$ cat src/rtl/inst_decode.sv
// inst_decode: instruction decode stage with one registered output slot.
// Splits each 20-bit word into opcode and three register fields, tags it with
// the program counter it was fetched from, and stops accepting on HALT.
// Optional feature macro: HAZARD_DETECT_EN (adds a RAW hazard flag that
// compares the new source registers against the previous destination).
module inst_decode #(
  parameter int INST_W = 20,
  parameter int REG_W  = 6,
  parameter int PC_W   = 5,
  parameter int CNT_W  = 16
) (
  input  logic              i_clk,
  input  logic              i_rst,
  input  logic              i_in_valid,
  input  logic [INST_W-1:0] i_in_data,
  output logic              o_in_ready,
  input  logic              i_ex_ready,
  output logic              o_dec_valid,
  output logic [1:0]        o_dec_op,
  output logic [REG_W-1:0]  o_dec_rs1,
  output logic [REG_W-1:0]  o_dec_rs2,
  output logic [REG_W-1:0]  o_dec_rd,
  output logic [PC_W-1:0]   o_dec_pc,
  output logic              o_dec_hazard,
  output logic              o_halted,
  output logic [CNT_W-1:0]  o_inst_count
);

  typedef enum logic {RUN, HALTED} state_t;

  state_t             r_state;
  state_t             w_next_state;
  logic               w_accept;
  logic               w_issue;
  logic               w_is_halt;
  logic [1:0]         w_op;
  logic [REG_W-1:0]   w_rs1;
  logic [REG_W-1:0]   w_rs2;
  logic [REG_W-1:0]   w_rd;

  logic [PC_W-1:0]    r_pc;
  logic               r_dec_valid;
  logic [1:0]         r_dec_op;
  logic [REG_W-1:0]   r_dec_rs1;
  logic [REG_W-1:0]   r_dec_rs2;
  logic [REG_W-1:0]   r_dec_rd;
  logic [PC_W-1:0]    r_dec_pc;
  logic [CNT_W-1:0]   r_inst_count;

  assign w_op      = i_in_data[INST_W-1 -: 2];
  assign w_rs1     = i_in_data[2*REG_W +: REG_W];
  assign w_rs2     = i_in_data[REG_W +: REG_W];
  assign w_rd      = i_in_data[0 +: REG_W];
  assign w_is_halt = (w_op == 2'b11);
  assign w_accept  = i_in_valid && o_in_ready;
  assign w_issue   = r_dec_valid && i_ex_ready;

  // State register: RUN until a HALT word is consumed, then idle until reset.
  always_ff @(posedge i_clk) begin
    if (i_rst) r_state <= RUN;
    else       r_state <= w_next_state;
  end

  // Next state and fetch back-pressure; ready only when the slot frees up.
  always_comb begin
    w_next_state = r_state;
    o_in_ready   = 1'b0;
    case (r_state)
      RUN: begin
        o_in_ready = !r_dec_valid || i_ex_ready;
        if (w_accept && w_is_halt) w_next_state = HALTED;
      end
      HALTED: begin
        o_in_ready   = 1'b0;
        w_next_state = HALTED;
      end
      default: w_next_state = RUN;
    endcase
  end

  // Output slot, program counter and issue counter; reload wins over drain.
  always_ff @(posedge i_clk) begin
    if (i_rst) begin
      r_pc         <= '0;
      r_dec_valid  <= 1'b0;
      r_dec_op     <= '0;
      r_dec_rs1    <= '0;
      r_dec_rs2    <= '0;
      r_dec_rd     <= '0;
      r_dec_pc     <= '0;
      r_inst_count <= '0;
    end else begin
      if (w_accept) r_pc <= r_pc + 1'b1;
      if (w_issue) r_inst_count <= r_inst_count + 1'b1;
      if (w_accept && !w_is_halt) begin
        r_dec_valid <= 1'b1;
        r_dec_op    <= w_op;
        r_dec_rs1   <= w_rs1;
        r_dec_rs2   <= w_rs2;
        r_dec_rd    <= w_rd;
        r_dec_pc    <= r_pc;
      end else if (w_issue) begin
        r_dec_valid <= 1'b0;
      end
    end
  end

`ifdef HAZARD_DETECT_EN
  logic             r_dec_hazard;
  logic [REG_W-1:0] r_last_rd;
  logic             r_last_vld;

  // Hazard tracker: remembers the destination of the last non-HALT word.
  always_ff @(posedge i_clk) begin
    if (i_rst) begin
      r_dec_hazard <= 1'b0;
      r_last_rd    <= '0;
      r_last_vld   <= 1'b0;
    end else if (w_accept && !w_is_halt) begin
      r_dec_hazard <= r_last_vld && ((w_rs1 == r_last_rd) || (w_rs2 == r_last_rd));
      r_last_rd    <= w_rd;
      r_last_vld   <= 1'b1;
    end
  end

  assign o_dec_hazard = r_dec_hazard;
`else
  assign o_dec_hazard = 1'b0;
`endif

  assign o_dec_valid  = r_dec_valid;
  assign o_dec_op     = r_dec_op;
  assign o_dec_rs1    = r_dec_rs1;
  assign o_dec_rs2    = r_dec_rs2;
  assign o_dec_rd     = r_dec_rd;
  assign o_dec_pc     = r_dec_pc;
  assign o_halted     = (r_state == HALTED);
  assign o_inst_count = r_inst_count;

endmodule

$ cat config.mk
export PLATFORM = sky130hd
export DESIGN_NAME = inst_decode
export DESIGN_NICKNAME = d
export VERILOG_FILES = /design/src/rtl/inst_decode.sv
export SDC_FILE = /design/constraint.sdc
export NUM_CORES = 1
export LEC_CHECK = 0
export BUFFER_PORTS_ARGS = -buffer_cell sky130_fd_sc_hd__buf_2
export CORE_ASPECT_RATIO = 1.2
export CORE_MARGIN = 4
export CORE_UTILIZATION = 50
export CTS_CLUSTER_SIZE = 24
export DETAILED_ROUTE_END_ITERATION = 10
export PLACE_DENSITY = 0.91
export SETUP_SLACK_MARGIN = 0.05
export SYNTH_ARGS = -nofsm -noshare
export SYNTH_HDL_FRONTEND = slang
export SYNTH_SLANG_ARGS = --single-unit
$ cat constraint.sdc
create_clock -name i_clk -period 3 [get_ports i_clk]
set_input_delay 0 -clock i_clk [delete_from_list [all_inputs] [get_ports i_clk]]
set_output_delay 0 -clock i_clk [all_outputs]
set_load 0.005 [all_outputs]
# Word-level counts from Yosys, hierarchy flattened
# Index checks and enable logic that the tools add are counted.
# W data, S select, Z words.
word_totals:
  ff_bits: 48
  input_bits: 24
  elab_cells: 26
classes:
  addsub: 2
  n_eq_ne: 1
  n_mux: 5
  n_bitwise: 1
  reduce_logical: 8
op_table:
  columns: ["op", "n"]
  rows:
  - ["$add A16 B1 Y16 const B", 1]
  - ["$add A5 B1 Y5 const B", 1]
  - ["$logic_and A1 B1 Y1", 4]
  - ["$pmux W1 S2", 2]
  - ["$mux W1", 3]
  - ["$eq A2 B2 Y1 const B", 1]
  - ["$logic_not A1 Y1", 2]
  - ["$reduce_bool A2 Y1", 1]
  - ["$logic_or A1 B1 Y1", 1]
  - ["$not A1 Y1", 1]

# Logic depth before layout (Yosys ltp)
# Gate-level depths: netlist of run 1.
logic_depth:
  ltp_word: 7
  ltp_mapped: 6
  mapped_depth_nobuf: 5

# Worst setup path after synthesis of run 1
# No wires, ideal clock.
synth_path:
  kind: "register to register"
  from: "register r_dec_valid (netlist: o_dec_valid)"
  to: "register r_inst_count[15] (netlist: o_inst_count[15])"
  arrival_ns: 1.774
  required_ns: 2.930
  setup_slack_ns: 1.156
  path_stages_with_launch: 6
  n_path_buf: 1
  period_less_slack_ns: 1.844
  cell_sequence: "dfxtp_1 nand3_2 or4_1 buf_2 or4_1 a21oi_1"
synth_between:
  elab_chain_len: 1
synth_lines:
  columns: ["item", "line_no", "text"]
  rows:
  - ["from (decl)", "42", "logic r_dec_valid;"]
  - ["from (signal assigned)", "85", "r_dec_valid <= 1'b0;"]
  - ["from (signal assigned)", "96", "r_dec_valid <= 1'b1;"]
  - ["from (signal assigned)", "103", "r_dec_valid <= 1'b0;"]
  - ["$logic_and A1 B1 Y1", "56", "assign w_issue = r_dec_valid && i_ex_ready;"]
  - ["to (signal assigned)", "94", "if (w_issue) r_inst_count <= r_inst_count + 1'b1;"]
  - ["to (decl)", "48", "logic [CNT_W-1:0] r_inst_count;"]
# Every way passes these cells.
# A chain may end at the register's enable or synchronous reset.

# Worst setup path after layout of run 1
layout_path:
  from: "register r_dec_valid (netlist: o_dec_valid)"
  to: "register r_dec_rs1[3] (netlist: o_dec_rs1[3])"
layout_between:
  elab_chain_len: 5
layout_lines:
  columns: ["item", "line_no", "text"]
  rows:
  - ["$logic_not A1 Y1", "70", "o_in_ready = !r_dec_valid || i_ex_ready;"]
  - ["$logic_or A1 B1 Y1", "70", null]
  - ["$pmux W1 S2", "68", "case (r_state)"]
  - ["$logic_and A1 B1 Y1", "55", "assign w_accept = i_in_valid && o_in_ready;"]
  - ["$logic_and A1 B1 Y1", "95", "if (w_accept && !w_is_halt) begin"]
  - ["to (signal assigned)", "98", "r_dec_rs1 <= w_rs1;"]
  - ["to (decl)", "44", "logic [REG_W-1:0] r_dec_rs1;"]
# Every way passes these cells.

==> results of run 1 <==
==> cell usage after synthesis, types with 2 or more instances <==
| cell | n |
|---|---|
| a21oi_1 | 9 |
| a31oi_1 | 2 |
| and2_1 | 3 |
| and4_1 | 2 |
| buf_2 | 3 |
| clkbuf_1 | 7 |
| dfxtp_1 | 48 |
| ha_1 | 2 |
| inv_1 | 3 |
| mux2i_1 | 23 |
| nand2_1 | 11 |
| nand3_1 | 6 |
| nand4_1 | 7 |
| nor2_1 | 38 |
| nor2b_1 | 2 |
| nor3_1 | 3 |
| o21ai_0 | 5 |
| or3_2 | 4 |
| or4_1 | 2 |
| xnor2_1 | 3 |
| xor2_1 | 10 |
==> tightest hold or removal path, cell delays in order <==
cell and delay (ns):
buf_2 0.13, nand3_1 0.08, a21oi_1 0.06
==> power breakdown <==
group / leakage (uW) / total (uW) / switching (uW) / internal (uW)
sequential: 0.000390 / 678 / 16.4 / 661
clock: 0.0000434 / 405 / 218 / 187
combinational: 0.000792 / 145 / 69.1 / 75.6
total: 0.00123 / 1230 / 304 / 924
==> flip-flops by register name, summed over array words and instances, names as in the netlist <==
signal and cells:
o_dec_rs1 6, o_dec_rs2 6, o_dec_op 2, o_inst_count 16, o_dec_rd 6, o_dec_valid 1
r_pc 5, o_dec_pc 5, o_halted 1
==> layer usage <==
metal | vias up | share of wire (%) | wire [um] | GRT usage [%]
met2 | 58 | 51 | 2330 | 36.7
met4 | 0 | 2.3 | 107 | 8.22
met3 | 14 | 7.9 | 360 | 8.11
met1 | 802 | 39 | 1760 | 19.7
li1 | 854 | - | - | -
met5 | - | 0 | 0 | 0
==> cells by family after synthesis <==
| kind of cell | Yosys count | synth area share (%) |
|---|---|---|
| AO/OA/AOI/OAI | 19 | 5.59 |
| XOR/XNOR | 13 | 5.99 |
| adder cells (fa/ha/maj) | 2 | 1.32 |
| buffers and inverters | 14 | 3.16 |
| flip-flops | 48 | 50.5 |
| multiplexers | 23 | 12.1 |
| other | 1 | 0.197 |
| AND/OR/NAND/NOR | 82 | 21.1 |
==> repair_timing <==
| item | CTS | global route |
|---|---|---|
| hold buffers | 20 | 0 |
| endpoints found under the setup margin | 0 | 0 |
| endpoints found under the hold margin | 19 | 0 |
==> path summary, 6_finish.rpt <==
path,from,end,slack [ns]
worst max register to register,o_dec_valid,o_dec_rs1[3],0.85
worst min register to register,o_dec_op[0],o_dec_op[0],0.47
worst max-delay path,o_dec_valid,o_dec_rs1[3],0.85
worst min-delay path,i_ex_ready,o_inst_count[1],0.01
==> area by class of cell <==
cell class	instances	share of cell area, %
tap	52	2.54
clock buffer	6	3.23
clock inverter	2	0.587
timing repair buffer	88	21.2
sequential	48	37.6
multi-input combinational	140	34.4
inverter	3	0.440
==> through the flow <==
| step | hold slack [ns] | power (uW) | util (%) | cell area [um2] |
|---|---|---|---|---|
| after floorplan | 0.144 | 763 | - | 1900 |
| after global placement | 0.227 | 808 | 61.7 | 2260 |
| after detailed placement | 0.246 | 814 | 61.7 | 2260 |
| after CTS | 0.00479 | 1230 | 69.8 | 2560 |
| after global routing | 0.0233 | 1280 | 69.8 | 2560 |
| final | 0.00951 | 1230 | 69.8 | 2560 |
==> metrics, run 1 <==
Tot GR Track Use=19.8%; Final Worst Setup Slack=about 0.85 ns; vias in the first global route=1795; largest net degree at the start of global routing=49; Reg area=961 um2; Num CTS Buffers=5; share of cells above drive strength 1=28.9%; Port Buf Inserts=67; number of cells on the critical path=5; Fin Clk Skew=0.00991 ns; min Tclk post-route=between 2 and 2.5 ns; total number of vias=approximately 1700; slowest stage delay, CP=0.45 ns; postcts setup bufs=0; RSZ-0062 raised after global routing=no; gpl congestion=between 0.7 and 0.8; status=complete, no violations; CTS max path bufs=2; Cell Count, Final, Fillers Out=between 300 and 400; Peak VDD IR=0.461 mV; post-synthesis sequential area ratio=slightly above 50%; post-synth cell types=30; Hold Path Class=in2reg; n_diodes=0; Hold Path Depth=3; Fillers=roughly 300; root buffer cell=clkbuf_8; Pre-antenna DRT Iters=2; worst r2r path cells=5; CTS H-Tree Depth=2; Clk pin slew, worst setup/hold paths=0.09 ns; delay-heaviest family, CP=simple AND/OR/NAND/NOR gates; Die ar.=4860 um2; Most used DFF post-synth=dfxtp_1; Buf/Inv on CP=1; DP Cell Count=311; WP data required=3.17 ns; Iter 0 DRT Violations=46; CTS resizes=0; Post-Synthesis Cells=between 200 and 250; first-pass GRT wire length=~7500 um; Setup Viol. Count Final=0; dpl ws=0.910 ns; Synth top area share=50.5%; initial antenna violation count=0; GRT overflow=0; die width=64.3 um; Post-synth EDFFs=0; synth top area cells=dfxtp_1 51%, mux2i_1 12%, nor2_1 7.5%; Slew Viols, Final=0; die span in y=75.6 um; Post-Syn Area=about 1900 um2; Initial Utilization=about half; Rows=24; Final Hold Violating Endpoints=0; critical path fanouts, max=15; Area Overhead vs Synth=34.5%; DRC viols=0; area of the multi-input gates=881 um2; post-DP HPWL=2990 um; maxcap violations=0; Clk Latency, worst-skew pair=0.31 ns; io pins=69; Rel. slew slack=44.9%; Syn Nets=between 200 and 250; Lkg Pwr=0.00123 uW; Slew @ Worst Pin=0.827 ns; CTS tree=yes; Async S/R FF share, synth=0%; worst path arrival time=~2.3 ns; largest area contributor in the netlist=dfxtp_1; Setup crit end kind=flop; Mean Syn Cell Area=9.41 um2; Tcrit/Tclk final=71.8%; top achievable clock speed=465 MHz; Post-Route WL=4550 um; crit path launch type=flop; ANT nets after route=0; drt via density=5.10; Sinks on Clock Net=48; most common cell after layout, fill and taps aside=buf_2; Synth Register Bits=48; commonest non-fill, non-tap cells in the layout=67 x buf_2, 48 x dfxtp_1, 38 x nor2_1; WS Path Type=reg2reg; WL/cell=13.4 um; PD cells=roughly 480 nW/um2; worst path cell trace=or2b_2, nand3_1, buf_4, mux2i_1, nor2_1; Synthesis Warnings=0; Layout Nets=312; Setup TNS=0 ns; slowest CP cell=nand3_1; core area=3660 um2
Power figures use the tool's default switching activity.
==> run 2: changes to the inputs <==
--- a/config.mk
+++ b/config.mk
@@ -8,10 +8,10 @@
 export BUFFER_PORTS_ARGS = -buffer_cell sky130_fd_sc_hd__buf_2
 export CORE_ASPECT_RATIO = 1.2
 export CORE_MARGIN = 4
-export CORE_UTILIZATION = 50
+export CORE_UTILIZATION = 48
 export CTS_CLUSTER_SIZE = 24
 export DETAILED_ROUTE_END_ITERATION = 10
-export PLACE_DENSITY = 0.91
+export PLACE_DENSITY = 0.88
 export SETUP_SLACK_MARGIN = 0.05
 export SYNTH_ARGS = -nofsm -noshare
 export SYNTH_HDL_FRONTEND = slang
==> constraint.sdc (replaced) <==
create_clock -name i_clk -period 2.15 [get_ports i_clk]
set_input_delay 0 -clock i_clk [delete_from_list [all_inputs] [get_ports i_clk]]
set_output_delay 0 -clock i_clk [all_outputs]
set_load 0.005 [all_outputs]
==> metrics, run 2 (synthesized netlist as in run 1, its figures left out) <==
slowest CP cell=or4_4; most common cell after layout, fill and taps aside=buf_2; CTS max path bufs=2 (unchanged); Setup crit end kind=flop; Clk pin slew, worst setup/hold paths=0.08 ns (about the same); n_diodes=0 (unchanged); WS Path Type=reg2reg; worst path cell trace=nand3_2, or4_4, or4_1, a21oi_1; dpl ws=0.227 ns (-0.683 ns); WP data required=2.37 ns (-0.80 ns); Clk Latency, worst-skew pair=0.29 ns (-0.02 ns); crit path launch type=flop; Peak VDD IR=0.481 mV (+4.4%); largest net degree at the start of global routing=49 (unchanged); slowest stage delay, CP=0.58 ns (+0.13 ns); reg2reg end=o_inst_count[15]; maxcap violations=0 (unchanged); Num CTS Buffers=5 (unchanged); Final Hold Violating Endpoints=0 (unchanged); worst path arrival time=2.09 ns (-0.23 ns); Final Worst Setup Slack=0.274 ns (-0.573 ns); root buffer cell=clkbuf_8; die width=65.5 um (+1.8%); gpl congestion=0.763 (-2.0%); Lkg Pwr=0.00124 uW (+0.87%); min Tclk post-route=1.88 ns (-0.277 ns); Hold Path Depth=3 (unchanged); Rows=24 (unchanged); Sinks on Clock Net=48 (unchanged); Port Buf Inserts=67 (unchanged); Hold Path Class=in2reg; Post-Route WL=4330 um (-4.9%); CTS H-Tree Depth=2 (unchanged); vias in the first global route=1654 (-7.9%); post-DP HPWL=2880 um (-3.5%); Fin Clk Skew=0.00342 ns (-0.00649 ns); postcts setup bufs=0 (unchanged); worst hold start=i_in_valid; top achievable clock speed=533 MHz (+15%); Pre-antenna DRT Iters=4 (+2); Die ar.=5040 um2 (+3.7%); Rel. slew slack=43.7% (-1.2 points); io pins=69 (unchanged); Slew Viols, Final=0 (unchanged); Tot GR Track Use=17.9% (-1.9 points); worst r2r path cells=4 (-1); Tcrit/Tclk final=87.2% (+15 points); Reg2Reg Setup Slack=0.27 ns (-0.57 ns); commonest non-fill, non-tap cells in the layout=67 x buf_2, 48 x dfxtp_1, 38 x nor2_1; Slew @ Worst Pin=0.845 ns (+0.0181 ns); Reg2Reg Launch Point=o_dec_valid; initial antenna violation count=0 (unchanged); Setup Viol. Count Final=0 (unchanged); Initial Utilization=51.1% (-0.84 points); Fillers=314 (+3.0%); total number of vias=1695 (-1.9%); first-pass GRT wire length=7230 um (-3.2%); hold path endpoint=o_halted; Setup TNS=0 ns (unchanged); WL/cell=12.7 um (-5.2%); Area Overhead vs Synth=34.6% (about the same); Layout Nets=313 (+0.32%); GRT overflow=0 (unchanged); CTS tree=yes; RSZ-0062 raised after global routing=no; critical path fanouts, max=8 (-7); Largest register FFs=16 (unchanged); PD cells=656 nW/um2 (+37%); core area=3720 um2 (+1.6%); die span in y=77.0 um (+1.8%); drt via density=4.99 (-2.2%); status=complete, no violations; share of cells above drive strength 1=29.2% (+0.25 points); ANT nets after route=0 (unchanged); DRC viols=0 (unchanged); Iter 0 DRT Violations=65 (+41%)
## run 2: cell count changes in the layout (fill, tap and decap cells not counted)
cell | before | now
buf_4 | 1 | 3
clkbuf_1 | 0 | 2
clkinvlp_4 | 2 | 0
dlygate4sd3_1 | 20 | 19
or4_1 | 2 | 1
or4_4 | 0 | 1
## run 2: how the worst max path moves through the flow
stage | startpoint | endpoint | slack [ns]
after global routing | o_dec_valid | o_inst_count[15] | 0.13
after global placement | o_dec_valid | o_inst_count[15] | 0.27
after floorplan | o_dec_valid | o_inst_count[15] | 0.31
final | o_dec_valid | o_inst_count[15] | 0.27
after detailed placement | o_dec_valid | o_inst_count[15] | 0.23
after CTS | o_dec_valid | o_inst_count[15] | 0.20
## run 2: critical path, delay by kind of cell, from the launching register on
kind,cells,cell delay [ns]
AND/OR/NAND/NOR,3,1.23
flip-flops,1,0.43
AO/OA/AOI/OAI,1,0.14
## run 2: final cells by class
class | instances | area [um2] | share of cell area [%]
Clock buffer | 8 | 90.1 | 3.52
Inverter | 3 | 11.3 | 0.440
Multi-Input combinational cell | 140 | 885 | 34.6
Sequential cell | 48 | 961 | 37.5
Tap cell | 52 | 65.1 | 2.54
Timing Repair Buffer | 89 | 548 | 21.4
## run 2: through the flow
| stage | power, uW | cells | hold slack, ns | area [um2] | utilization, % |
|---|---|---|---|---|---|
| final | 1680 | 340 | 0.0129 | 2560 | 68.8 |
| after floorplan | 1060 | 202 | 0.144 | 1900 | - |
| after global placement | 1130 | 313 | 0.229 | 2280 | 61.1 |
| after global routing | 1760 | 340 | 0.0252 | 2560 | 68.8 |
| after detailed placement | 1140 | 313 | 0.239 | 2280 | 61.1 |
| after CTS | 1690 | 340 | 0.00761 | 2560 | 68.6 |
## run 2: repair_timing
action                                  4_1_cts  5_1_grt
resized for setup                             0        1
endpoints found under the hold margin        19        0
hold buffers                                 19        0
endpoints found under the setup margin        0        1
## run 2: metal layers
layer  up-vias  track usage, %  share of wire (%)
met2        57            32.3                 53
met4         0            4.15               0.53
met5         -               0                  0
met3         3            6.14                7.1
li1        857               -                  -
met1       778            19.8                 40
## run 2: power breakdown
group          switching, uW  internal (uW)  total (uW)
sequential              21.8            923         945
combinational           94.5            107         201
clock                    270            262         532
